`src/rtl/hazard_ctrl_pipe.sv`:
```
// Control pipeline ID->EX->MEM->WB with hazard stall, branch flush and operand forwarding; 1/2/3-cycle latency D->E/M/W.
// Build with HAZARD_FWD_EN for EX forwarding (stall on load-use only); without it, stall on any RAW against EX or MEM.
module hazard_ctrl_pipe #(
    parameter int ZERO_REG = 31
) (
    input  logic       clk,
    input  logic       reset,
    input  logic       ALUSrc_D,
    input  logic       MemtoReg_D,
    input  logic       RegWrite_D,
    input  logic       MemRead_D,
    input  logic       MemWrite_D,
    input  logic       Branch_D,
    input  logic [1:0] ALUOp_D,
    input  logic [4:0] rs1_D,
    input  logic [4:0] rs2_D,
    input  logic [4:0] rd_D,
    input  logic       PCSrc_M,
    output logic       ALUSrc_E,
    output logic [1:0] ALUOp_E,
    output logic       MemRead_M,
    output logic       MemWrite_M,
    output logic       Branch_M,
    output logic       RegWrite_W,
    output logic       MemtoReg_W,
    output logic [4:0] rd_W,
    output logic       stall,
    output logic       flush_D,
    output logic [1:0] ForwardA,
    output logic [1:0] ForwardB
);
    localparam logic [4:0] ZR = 5'(ZERO_REG);

    logic       MemtoReg_E, RegWrite_E, MemRead_E, MemWrite_E, Branch_E;
    logic [4:0] rd_E;
    logic       MemtoReg_M, RegWrite_M;
    logic [4:0] rd_M;

    logic hazard;
    logic dep_e;
    logic kill_e;
    logic kill_m;

    assign dep_e   = (rd_E != ZR) && ((rd_E == rs1_D) || (rd_E == rs2_D));
    // A taken branch squashes the stalled instruction anyway, so it wins over stall.
    assign stall   = hazard & ~PCSrc_M;
    assign flush_D = PCSrc_M;
    assign kill_e  = !reset || PCSrc_M || hazard;
    assign kill_m  = !reset || PCSrc_M;

`ifdef HAZARD_FWD_EN
    logic [4:0] rs1_E, rs2_E;

    assign hazard = MemRead_E & dep_e;

    assign ForwardA = (RegWrite_M && (rd_M != ZR) && (rd_M == rs1_E)) ? 2'b10 :
                      (RegWrite_W && (rd_W != ZR) && (rd_W == rs1_E)) ? 2'b01 : 2'b00;
    assign ForwardB = (RegWrite_M && (rd_M != ZR) && (rd_M == rs2_E)) ? 2'b10 :
                      (RegWrite_W && (rd_W != ZR) && (rd_W == rs2_E)) ? 2'b01 : 2'b00;

    // Source fields are only consumed by the forwarding compare.
    always_ff @(posedge clk) begin
        if (kill_e) begin
            rs1_E <= 5'd0;
            rs2_E <= 5'd0;
        end else begin
            rs1_E <= rs1_D;
            rs2_E <= rs2_D;
        end
    end
`else
    logic dep_m;

    assign dep_m  = (rd_M != ZR) && ((rd_M == rs1_D) || (rd_M == rs2_D));
    assign hazard = (RegWrite_E & dep_e) | (RegWrite_M & dep_m);

    assign ForwardA = 2'b00;
    assign ForwardB = 2'b00;
`endif

    // ID/EX: bubble on reset, flush or hazard
    always_ff @(posedge clk) begin
        if (kill_e) begin
            ALUSrc_E   <= 1'b0;
            ALUOp_E    <= 2'b00;
            MemtoReg_E <= 1'b0;
            RegWrite_E <= 1'b0;
            MemRead_E  <= 1'b0;
            MemWrite_E <= 1'b0;
            Branch_E   <= 1'b0;
            rd_E       <= 5'd0;
        end else begin
            ALUSrc_E   <= ALUSrc_D;
            ALUOp_E    <= ALUOp_D;
            MemtoReg_E <= MemtoReg_D;
            RegWrite_E <= RegWrite_D;
            MemRead_E  <= MemRead_D;
            MemWrite_E <= MemWrite_D;
            Branch_E   <= Branch_D;
            rd_E       <= rd_D;
        end
    end

    // EX/MEM: a stall still lets the older instruction move on
    always_ff @(posedge clk) begin
        if (kill_m) begin
            MemtoReg_M <= 1'b0;
            RegWrite_M <= 1'b0;
            MemRead_M  <= 1'b0;
            MemWrite_M <= 1'b0;
            Branch_M   <= 1'b0;
            rd_M       <= 5'd0;
        end else begin
            MemtoReg_M <= MemtoReg_E;
            RegWrite_M <= RegWrite_E;
            MemRead_M  <= MemRead_E;
            MemWrite_M <= MemWrite_E;
            Branch_M   <= Branch_E;
            rd_M       <= rd_E;
        end
    end

    // MEM/WB: the branch itself sits in MEM and must still retire
    always_ff @(posedge clk) begin
        if (!reset) begin
            RegWrite_W <= 1'b0;
            MemtoReg_W <= 1'b0;
            rd_W       <= 5'd0;
        end else begin
            RegWrite_W <= RegWrite_M;
            MemtoReg_W <= MemtoReg_M;
            rd_W       <= rd_M;
        end
    end
endmodule

```
`config.mk`:
```
export PLATFORM = sky130hd
export DESIGN_NAME = hazard_ctrl_pipe
export DESIGN_NICKNAME = d
export VERILOG_FILES = /design/src/rtl/hazard_ctrl_pipe.sv
export SDC_FILE = /design/constraint.sdc
export NUM_CORES = 1
export LEC_CHECK = 0
export CORE_MARGIN = 2
export CORE_UTILIZATION = 47
export CTS_BUF_LIST = sky130_fd_sc_hd__clkbuf_4 sky130_fd_sc_hd__clkbuf_8
export DETAILED_ROUTE_END_ITERATION = 8
export PLACE_DENSITY = 0.86
export SLEW_MARGIN = 20
export SYNTH_ARGS = -nofsm -noshare
export SYNTH_HDL_FRONTEND = slang
export SYNTH_SLANG_ARGS = --single-unit
```
`constraint.sdc`:
```
create_clock -name clk -period 2.6 [get_ports clk]
set_clock_uncertainty 0.15 [all_clocks]
set_input_delay 0.52 -clock clk [delete_from_list [all_inputs] [get_ports clk]]
set_output_delay 0.52 -clock clk [all_outputs]
set_load 0.01 [all_outputs]
```
==> metrics.txt, run 1 <==
via count=850; nets=roughly 180; Post-Synthesis Cells=~110; H-tree level count=2; max_cap viols=0; wire length after detailed routing=roughly 2300 µm; pin count of the biggest net entering global routing=21; Leak=around 0.71 nW; post-route design area=roughly 1600 µm²; fraction of registers with async set/reset=0; top cells by area, synth=dfxtp_1 (53%), xnor2_1 (15%), and2_1 (8.8%), and3_1 (5.5%), buf_4 (3.3%); Slew Viols, Final=0; Max clock buf depth=2; area of the multi-input gates=~500 µm²; Syn Area/Cell=about 11 µm²; Die Wd=53.1 µm; GRT overflow=0; period utilisation layout=0.965; area delta synth->final=44.2%; dominant synthesized flop cell=dfxtp_1; GP Congestion=slightly below 0.9; Post-synth top cells=dfxtp_1 (30), xnor2_1 (20), and2_1 (16), and3_1 (10), nand3_1 (6); final hold vios=0; WS Path Type=in -> out; Rows=17; root buffer selected by CTS=clkbuf_4; CP Cell Sequence=clkdlybuf4s50_1 -> xnor2_1 -> nand2_1 -> o22ai_2 -> a32oi_2 -> nor2_1 -> clkdlybuf4s15_2; GRT Overall Usage=0.177; clock period minus worst slack=2.51 ns; top-count cell post-synth=dfxtp_1; # clock sinks=30; Starting DRT DRC Count=6; Max VDD drop=0.440 mV; Crit path largest cell delay=roughly 0.52 ns; die area=roughly 2800 µm²; CP endpoint kind=primary output; Slowest-stage cell, CP=clkdlybuf4s50_1; Buf+Inv Stages, Crit Path=2; RSZ-0062 raised after global routing=no; # diodes=0; mapped cell area=between 1000 and 1500 µm²; Post-DP HPWL=approximately 1600 µm; Post-CTS Hold Fix Bufs=0; register area share after synthesis=0.531; layout cells sized above 1=0.125; Core ar.=2230 µm²; Fmax=around 400 MHz; post-synth top area share=0.531; Yosys Warn Count=0; number of global-route vias before repair=~790; io pins=45; Wirelength per Cell=~13 µm; first-pass detailed-route iteration total=4; worst-path maximum fanout=2; via/cell ratio=between 4 and 5; Post-route DRC=0; Worst Setup Start Kind=input port; largest area contributor in the synthesized netlist=dfxtp_1; Seq cells post-synth=30; CTS tree=built; Cell variety after synth=17; Fillers=between 150 and 200; status=completed; Post-DP Area=around 1500 µm²; Final ANT Viol Nets=0; clock latency at the later pin of the worst-skew pair=between 0.3 and 0.4 ns; initial core utilization=0.506; Post-synth EDFFs=0; WP data required=1.93 ns; Final Total Pwr=approximately 0.84 mW; IO buf count=40; setup violators final=0; Power Density=517 nW/µm²; Die H=53.1 µm; clk slew on worst S/H paths=roughly 0.080 ns; clock buffer count from CTS=5; worst path arrival time=around 1.8 ns; first-pass GRT wire length=3420 µm; antenna violations before repair=0; crit-path leading delay family=buffers and inverters; Hold Crit Class=reg -> reg; Reg area=roughly 600 µm²
## cells by family (layout without fill, tap and decap cells)
family | Yosys count | count (layout) | share of synthesized area
compound gates | 4 | 4 | 0.0321
xor+xnor | 20 | 20 | 0.155
buf+inv | 8 | 50 | 0.0498
flops | 30 | 30 | 0.531
other cells | 1 | 4 | 0.00332
simple gates | 44 | 44 | 0.229
## cells in the final DEF (no fill, tap or decap)
master | Yosys | layout
nand3_1 | 6 | 6
conb_1 | 1 | 4
clkbuf_8 | 0 | 1
buf_4 | 5 | 4
a32oi_2 | 1 | 1
and3_1 | 10 | 10
nor2_1 | 1 | 1
and2_2 | 1 | 1
dlygate4sd2_1 | 0 | 2
clkbuf_4 | 0 | 5
o22ai_2 | 0 | 2
and2_1 | 16 | 16
nor2b_1 | 1 | 1
clkdlybuf4s15_2 | 0 | 1
clkdlybuf4s50_1 | 0 | 30
dlymetal6s2s_1 | 0 | 7
nand2_1 | 5 | 5
xnor2_1 | 20 | 20
dfxtp_1 | 30 | 30
and3_2 | 4 | 4
o21a_1 | 1 | 1
## where the power goes
group	switching, mW	internal [mW]	leakage [nW]
clock	0.140	0.122	0.0302
combinational	0.0367	0.0652	0.431
sequential	0.00845	0.471	0.244
total	0.185	0.658	0.706
## final timing paths
kind / start / end / slack, ns / cells past startpoint
setup / recovery: rs1_D[1] / stall / 0.09 / 7
hold / removal: MemRead_E / MemRead_M / 0.29 / 1
setup reg to reg: rd_M[4] / MemWrite_E / 0.73 / 8
hold reg to reg: MemRead_E / MemRead_M / 0.29 / 1
## worst register-to-register path: cells and delay by family, from the launching register on
family | cells | cell delay (ns)
AND/OR/NAND/NOR | 2 | 0.31
buffers and inverters | 3 | 0.43
flip-flops | 1 | 0.45
XOR/XNOR | 1 | 0.16
AO/OA/AOI/OAI | 2 | 0.28
## per-stage QoR
step	TNS (ns)	std cells	utilization	setup WS [ns]	hold slack, ns
floorplan	0	110	-	0.568	0.256
global placement	-0.329	172	0.688	-0.329	0.259
detailed placement	-0.356	172	0.688	-0.356	0.268
CTS	0	179	0.717	0.00979	0.288
global route	0	180	0.731	0.00340	0.312
finish	0	180	0.731	0.0909	0.286
## registers in the layout (all words and copies together) (netlist names)
name and count:
rd_E 5, rd_M 5, rd_W 5, ALUOp_E 2
ALUSrc_E 1, Branch_E 1, Branch_M 1, MemRead_E 1
MemRead_M 1, MemWrite_E 1, MemWrite_M 1, MemtoReg_E 1
MemtoReg_M 1, MemtoReg_W 1, RegWrite_E 1, RegWrite_M 1
RegWrite_W 1
## per-layer routing
layer / global-route usage / vias to the layer above / part of all wire
met5: 0 / - / 0
met4: 0.115 / 0 / 0.022
met3: 0.0508 / 6 / 0.065
met2: 0.290 / 36 / 0.47
met1: 0.200 / 378 / 0.44
li1: - / 430 / -
## cell type report
type	instances	area share
multi-input combinational	72	0.305
timing repair buffer	44	0.274
sequential	30	0.368
tap	28	0.0215
clock buffer	6	0.0314
## repair_timing
action / in CTS / in global routing
setup buffers: 1 / 1
gates resized for setup: 6 / 8
pin swaps: 2 / 4
gates cloned: 0 / 0
setup endpoints to repair: 1 / 1
Note: power is estimated with default switching activity, not from simulation.
==> run 2, diff against run 1 <==
--- a/config.mk
+++ b/config.mk
@@ -5,7 +5,7 @@
 export SDC_FILE = /design/constraint.sdc
 export NUM_CORES = 1
 export LEC_CHECK = 0
-export CORE_MARGIN = 2
+export CAP_MARGIN = 25
 export CORE_UTILIZATION = 47
 export CTS_BUF_LIST = sky130_fd_sc_hd__clkbuf_4 sky130_fd_sc_hd__clkbuf_8
 export DETAILED_ROUTE_END_ITERATION = 8
==> metrics.txt, run 2 (synthesized netlist as in run 1, its figures left out) <==
status=completed; worst setup margin=0.189 ns (+0.0976 ns); CTS tree=built; area delta synth->final=44.9%; Post-CTS Hold Fix Bufs=0 (unchanged); GRT Overall Usage=0.192 (+0.0151); max_cap viols=0 (unchanged); # diodes=0 (unchanged); RSZ-0062 raised after global routing=no; Starting DRT DRC Count=5 (-1); Wirelength per Cell=12.6 µm (+0.35%); WS Path Type=in -> out; nets=177 (-1.1%); pin count of the biggest net entering global routing=21 (unchanged); wire length after detailed routing=2270 µm (+0.35%); Fmax=415 MHz (+4.0%); most frequent cells in the layout=dfxtp_1 (30), clkdlybuf4s50_1 (29), xnor2_1 (19), and2_1 (16), and3_1 (10); clock period minus worst slack=2.41 ns (-0.0976 ns); die area=2610 µm² (-7.4%); Final ANT Viol Nets=0 (unchanged); number of global-route vias before repair=820 (+4.5%); setup violators final=0 (unchanged); pre-CTS WS=-0.360 ns (-0.00351 ns); Power Density=532 nW/µm² (+3.0%); biggest regs=rd_E: 5 flops, rd_M: 5 flops, rd_W: 5 flops; via count=844 (-0.71%); Max clock buf depth=2 (unchanged); worst-path maximum fanout=2 (unchanged); initial core utilization=0.506 (unchanged); antenna violations before repair=0 (unchanged); post-route design area=1640 µm² (+0.46%); period utilisation layout=0.927 (-0.0376); via/cell ratio=4.69 (-0.71%); FF-to-FF setup slack=0.95 ns (+0.22 ns); Setup crit start=rs2_D[3]; Post-DP Area=1540 µm² (unchanged); CP Capture Point=stall; # clock sinks=30 (unchanged); clk slew on worst S/H paths=0.09 ns (about the same); worst path arrival time=1.74 ns (-0.10 ns); Rows=17 (unchanged); Worst Reg-to-Reg Cells=6 (-2); Die Wd=51.1 µm (-3.8%); Worst Setup Start Kind=input port; Leak=0.716 nW (+1.5%); Hold Crit Class=reg -> reg; GRT overflow=0 (unchanged); CP endpoint kind=primary output; Max VDD drop=0.455 mV (+3.3%); Slew Viols, Final=0 (unchanged); final hold vios=0 (unchanged); WP data required=1.93 ns (about the same); Core ar.=2230 µm² (unchanged); H-tree level count=2 (unchanged); root buffer selected by CTS=clkbuf_4; IO buf count=40 (unchanged); first-pass GRT wire length=3620 µm (+5.9%); layout cells sized above 1=0.132 (+0.00658); clock buffer count from CTS=5 (unchanged); first-pass detailed-route iteration total=4 (unchanged); commonest non-fill, non-tap cell in the layout=dfxtp_1; Post-route DRC=0 (unchanged); worst flop-to-flop path startpoint=rd_E[4]; Die H=51.1 µm (-3.8%); io pins=45 (unchanged); FF-to-FF End=Branch_E; clock latency at the later pin of the worst-skew pair=0.32 ns (about the same); GP Congestion=0.859 (-0.67%)
## run 2: cell types whose count changed in the layout (fill, tap and decap cells not counted), sizes merged
cell and change:
buf -2, clkinv +1, clkinvlp +1, dlymetal6s2s +1, clkdlybuf4s50 -1
## run 2: worst min path at each step
stage	slack, ns	cells after the start	from	endpoint
floorplan	0.26	1	Branch_E	Branch_M
global placement	0.26	1	MemRead_E	MemRead_M
detailed placement	0.27	1	MemWrite_E	MemWrite_M
CTS	0.28	1	MemWrite_E	MemWrite_M
global route	0.31	1	MemWrite_E	MemWrite_M
finish	0.29	1	MemWrite_E	MemWrite_M
## run 2: worst max-delay path, stage by stage
cell,delay (ns)
dlygate4sd2_1,0.27
xnor2_1,0.17
nand3_1,0.11
o22ai_2,0.19
a32oi_2,0.14
nor2_1,0.12
clkdlybuf4s15_2,0.23
## run 2: final cells by class
class                      count  area (µm²)
sequential                    30         601
clock buffer                   6        51.3
clock inverter                 2        12.5
timing repair buffer          42         434
multi-input combinational     72         505
tap                           28        35.0
fill                         168         594
## run 2: power breakdown
group	switching, mW	internal [mW]
clock	0.160	0.130
combinational	0.0376	0.0651
sequential	0.00870	0.471
## run 2: through the flow
stage	hold slack, ns	power (mW)	cells	setup TNS, ns	utilization
floorplan	0.256	0.537	110	0	-
global placement	0.259	0.588	172	-0.326	0.688
detailed placement	0.266	0.592	172	-0.360	0.688
CTS	0.284	0.878	180	0	0.722
global route	0.310	0.909	180	0	0.734
finish	0.288	0.872	180	0	0.734
## run 2: layer usage
metal	track usage	share of wire	vias up
met5	0	0	-
met1	0.222	0.44	386
met3	0.0774	0.064	0
met2	0.325	0.49	34
met4	0.0556	0	0
li1	-	-	424
## run 2: what timing repair did
action | CTS | global route
buffers inserted | 0 | 0
pin swaps | 2 | 11
endpoints found under the setup margin | 1 | 1
gates resized for setup | 7 | 9
gates cloned | 0 | 0
==> run 3, diff against run 2 <==
--- a/config.mk
+++ b/config.mk
@@ -9,7 +9,9 @@
 export CORE_UTILIZATION = 47
 export CTS_BUF_LIST = sky130_fd_sc_hd__clkbuf_4 sky130_fd_sc_hd__clkbuf_8
 export DETAILED_ROUTE_END_ITERATION = 8
+export GPL_TIMING_DRIVEN = 0
 export PLACE_DENSITY = 0.86
+export RECOVER_POWER = 25
 export SLEW_MARGIN = 20
 export SYNTH_ARGS = -nofsm -noshare
 export SYNTH_HDL_FRONTEND = slang
==> metrics.txt, run 3 (synthesized netlist as in run 1, its figures left out) <==
status=completed; via count=872 (+3.3%); CP Cell Sequence=dlygate4sd2_1 -> xnor2_1 -> nand3_1 -> o22ai_2 -> a32oi_2 -> buf_6 -> nor2_1 -> buf_2; WS Path Type=in -> out; Power Density=625 nW/µm² (+17%); Die Wd=51.1 µm (unchanged); commonest non-fill, non-tap cell in the layout=dfxtp_1; Max clock buf depth=2 (unchanged); final hold vios=0 (unchanged); Post-DP HPWL=between 1500 and 2000 µm; most frequent cells in the layout=dfxtp_1 (30), clkdlybuf4s50_1 (28), xnor2_1 (19), and2_1 (13); # clock sinks=30 (unchanged); GP Congestion=0.912 (+6.3%); Final ANT Viol Nets=0 (unchanged); number of global-route vias before repair=868 (+5.9%); Wirelength per Cell=12.7 µm (+0.60%); root buffer selected by CTS=clkbuf_4; first-pass GRT wire length=3930 µm (+8.8%); Post-route DRC=0 (unchanged); CP endpoint kind=primary output; setup TNS=0 ns (unchanged); H-tree level count=2 (unchanged); Max VDD drop=0.583 mV (+28%); first-pass detailed-route iteration total=4 (unchanged); Hold Crit Class=reg -> reg; layout cells sized above 1=0.163 (+0.0309); Core ar.=2230 µm² (unchanged); Rows=17 (unchanged); io pins=45 (unchanged); wire length after detailed routing=2390 µm (+5.1%); worst path arrival time=1.81 ns (+0.07 ns); initial core utilization=0.506 (unchanged); Crit path largest cell delay=0.27 ns (about the same); clock period minus worst slack=2.48 ns (+0.0735 ns); IO buf count=40 (unchanged); # diodes=0 (unchanged); CTS tree=built; period utilisation layout=0.956 (+0.0283); post-route design area=1710 µm² (+4.1%); clock latency at the later pin of the worst-skew pair=0.32 ns (about the same); Starting DRT DRC Count=12 (+7); antenna violations before repair=0 (unchanged); Fmax=402 MHz (-3.0%); nets=185 (+4.5%); Slew Viols, Final=0 (unchanged); clock buffer count from CTS=5 (unchanged); die area=2610 µm² (unchanged); biggest regs=rd_E: 5 flops, rd_M: 5 flops, rd_W: 5 flops; Die H=51.1 µm (unchanged); max_cap viols=0 (unchanged); Slowest-stage cell, CP=dlygate4sd2_1; GRT Overall Usage=0.212 (+0.0195); Finished Layout Cells=188 (+4.4%); clk slew on worst S/H paths=0.09 ns (about the same); pin count of the biggest net entering global routing=11 (-48%); WP data required=1.93 ns (about the same); via/cell ratio=4.64 (-1.1%); hold slack=0.289 ns (+0.00158 ns); GRT overflow=0 (unchanged); Placed Instances=178 (+3.5%); worst-path maximum fanout=10 (+8); RSZ-0062 raised after global routing=no; area delta synth->final=50.9%; Post-DP Area=1580 µm² (+2.7%); Leak=0.713 nW (-0.53%); Worst Setup Start Kind=input port; setup violators final=0 (unchanged)
[run 3: cell count changes in the layout (fill, tap and decap cells not counted), moves of 2 or more]
| cell | change |
|---|---|
| dlygate4sd2_1 | +8 |
| dlymetal6s2s_1 | -8 |
| buf_4 | +5 |
| and2_0 | +3 |
| and2_1 | -3 |
| bufinv_16 | +2 |
| clkbuf_1 | +2 |
[run 3: area by class of cell]
type / instances / area, µm²
Sequential cell: 30 / 601
Fill cell: 179 / 527
Multi-Input combinational cell: 72 / 505
Timing Repair Buffer: 42 / 398
Clock inverter: 2 / 60.1
Buffer: 8 / 56.3
Clock buffer: 6 / 51.3
Tap cell: 28 / 35.0
[run 3: repair_timing]
item | CTS | global route
gates resized for setup | 15 | 2
gates cloned | 0 | 0
pin swaps | 3 | 4
setup endpoints to repair | 1 | 1
hold buffers | 0 | 0
buffers inserted | 1 | 1
[run 3: report_power, final]
part | internal [mW] | switching, mW
clock network | 0.326 | 0.154
logic | 0.0671 | 0.0395
registers | 0.471 | 0.00881
[run 3: final timing paths]
path                      to  slack [ns]  cells after the start       start
setup / recovery       stall        0.12                      8    rs2_D[2]
hold / removal    MemtoReg_M        0.29                      1  MemtoReg_E
setup reg to reg    Branch_E        0.84                      7     rd_E[3]
hold reg to reg   MemtoReg_M        0.29                      1  MemtoReg_E
[run 3: stage by stage]
step,setup WS [ns],util,total power [mW]
floorplan,0.568,-,0.537
global placement,-0.514,0.706,0.594
detailed placement,-0.573,0.706,0.597
CTS,0.0795,0.760,1.07
global route,0.0408,0.764,1.11
finish,0.115,0.764,1.07
[run 3: metal layers]
layer,part of all wire,GRT usage,up-vias,wire length (µm)
met5,0,0,-,0
met4,0.019,0.0926,0,46
met3,0.073,0.0863,6,174
met2,0.49,0.355,37,1170
met1,0.42,0.233,386,993
li1,-,-,443,-
[run 3: critical path: cells and delay by family]
kind	cells	cell delay, ns
buffers and inverters	3	0.57
AO/OA/AOI/OAI	2	0.32
XOR/XNOR	1	0.19
AND/OR/NAND/NOR	2	0.21
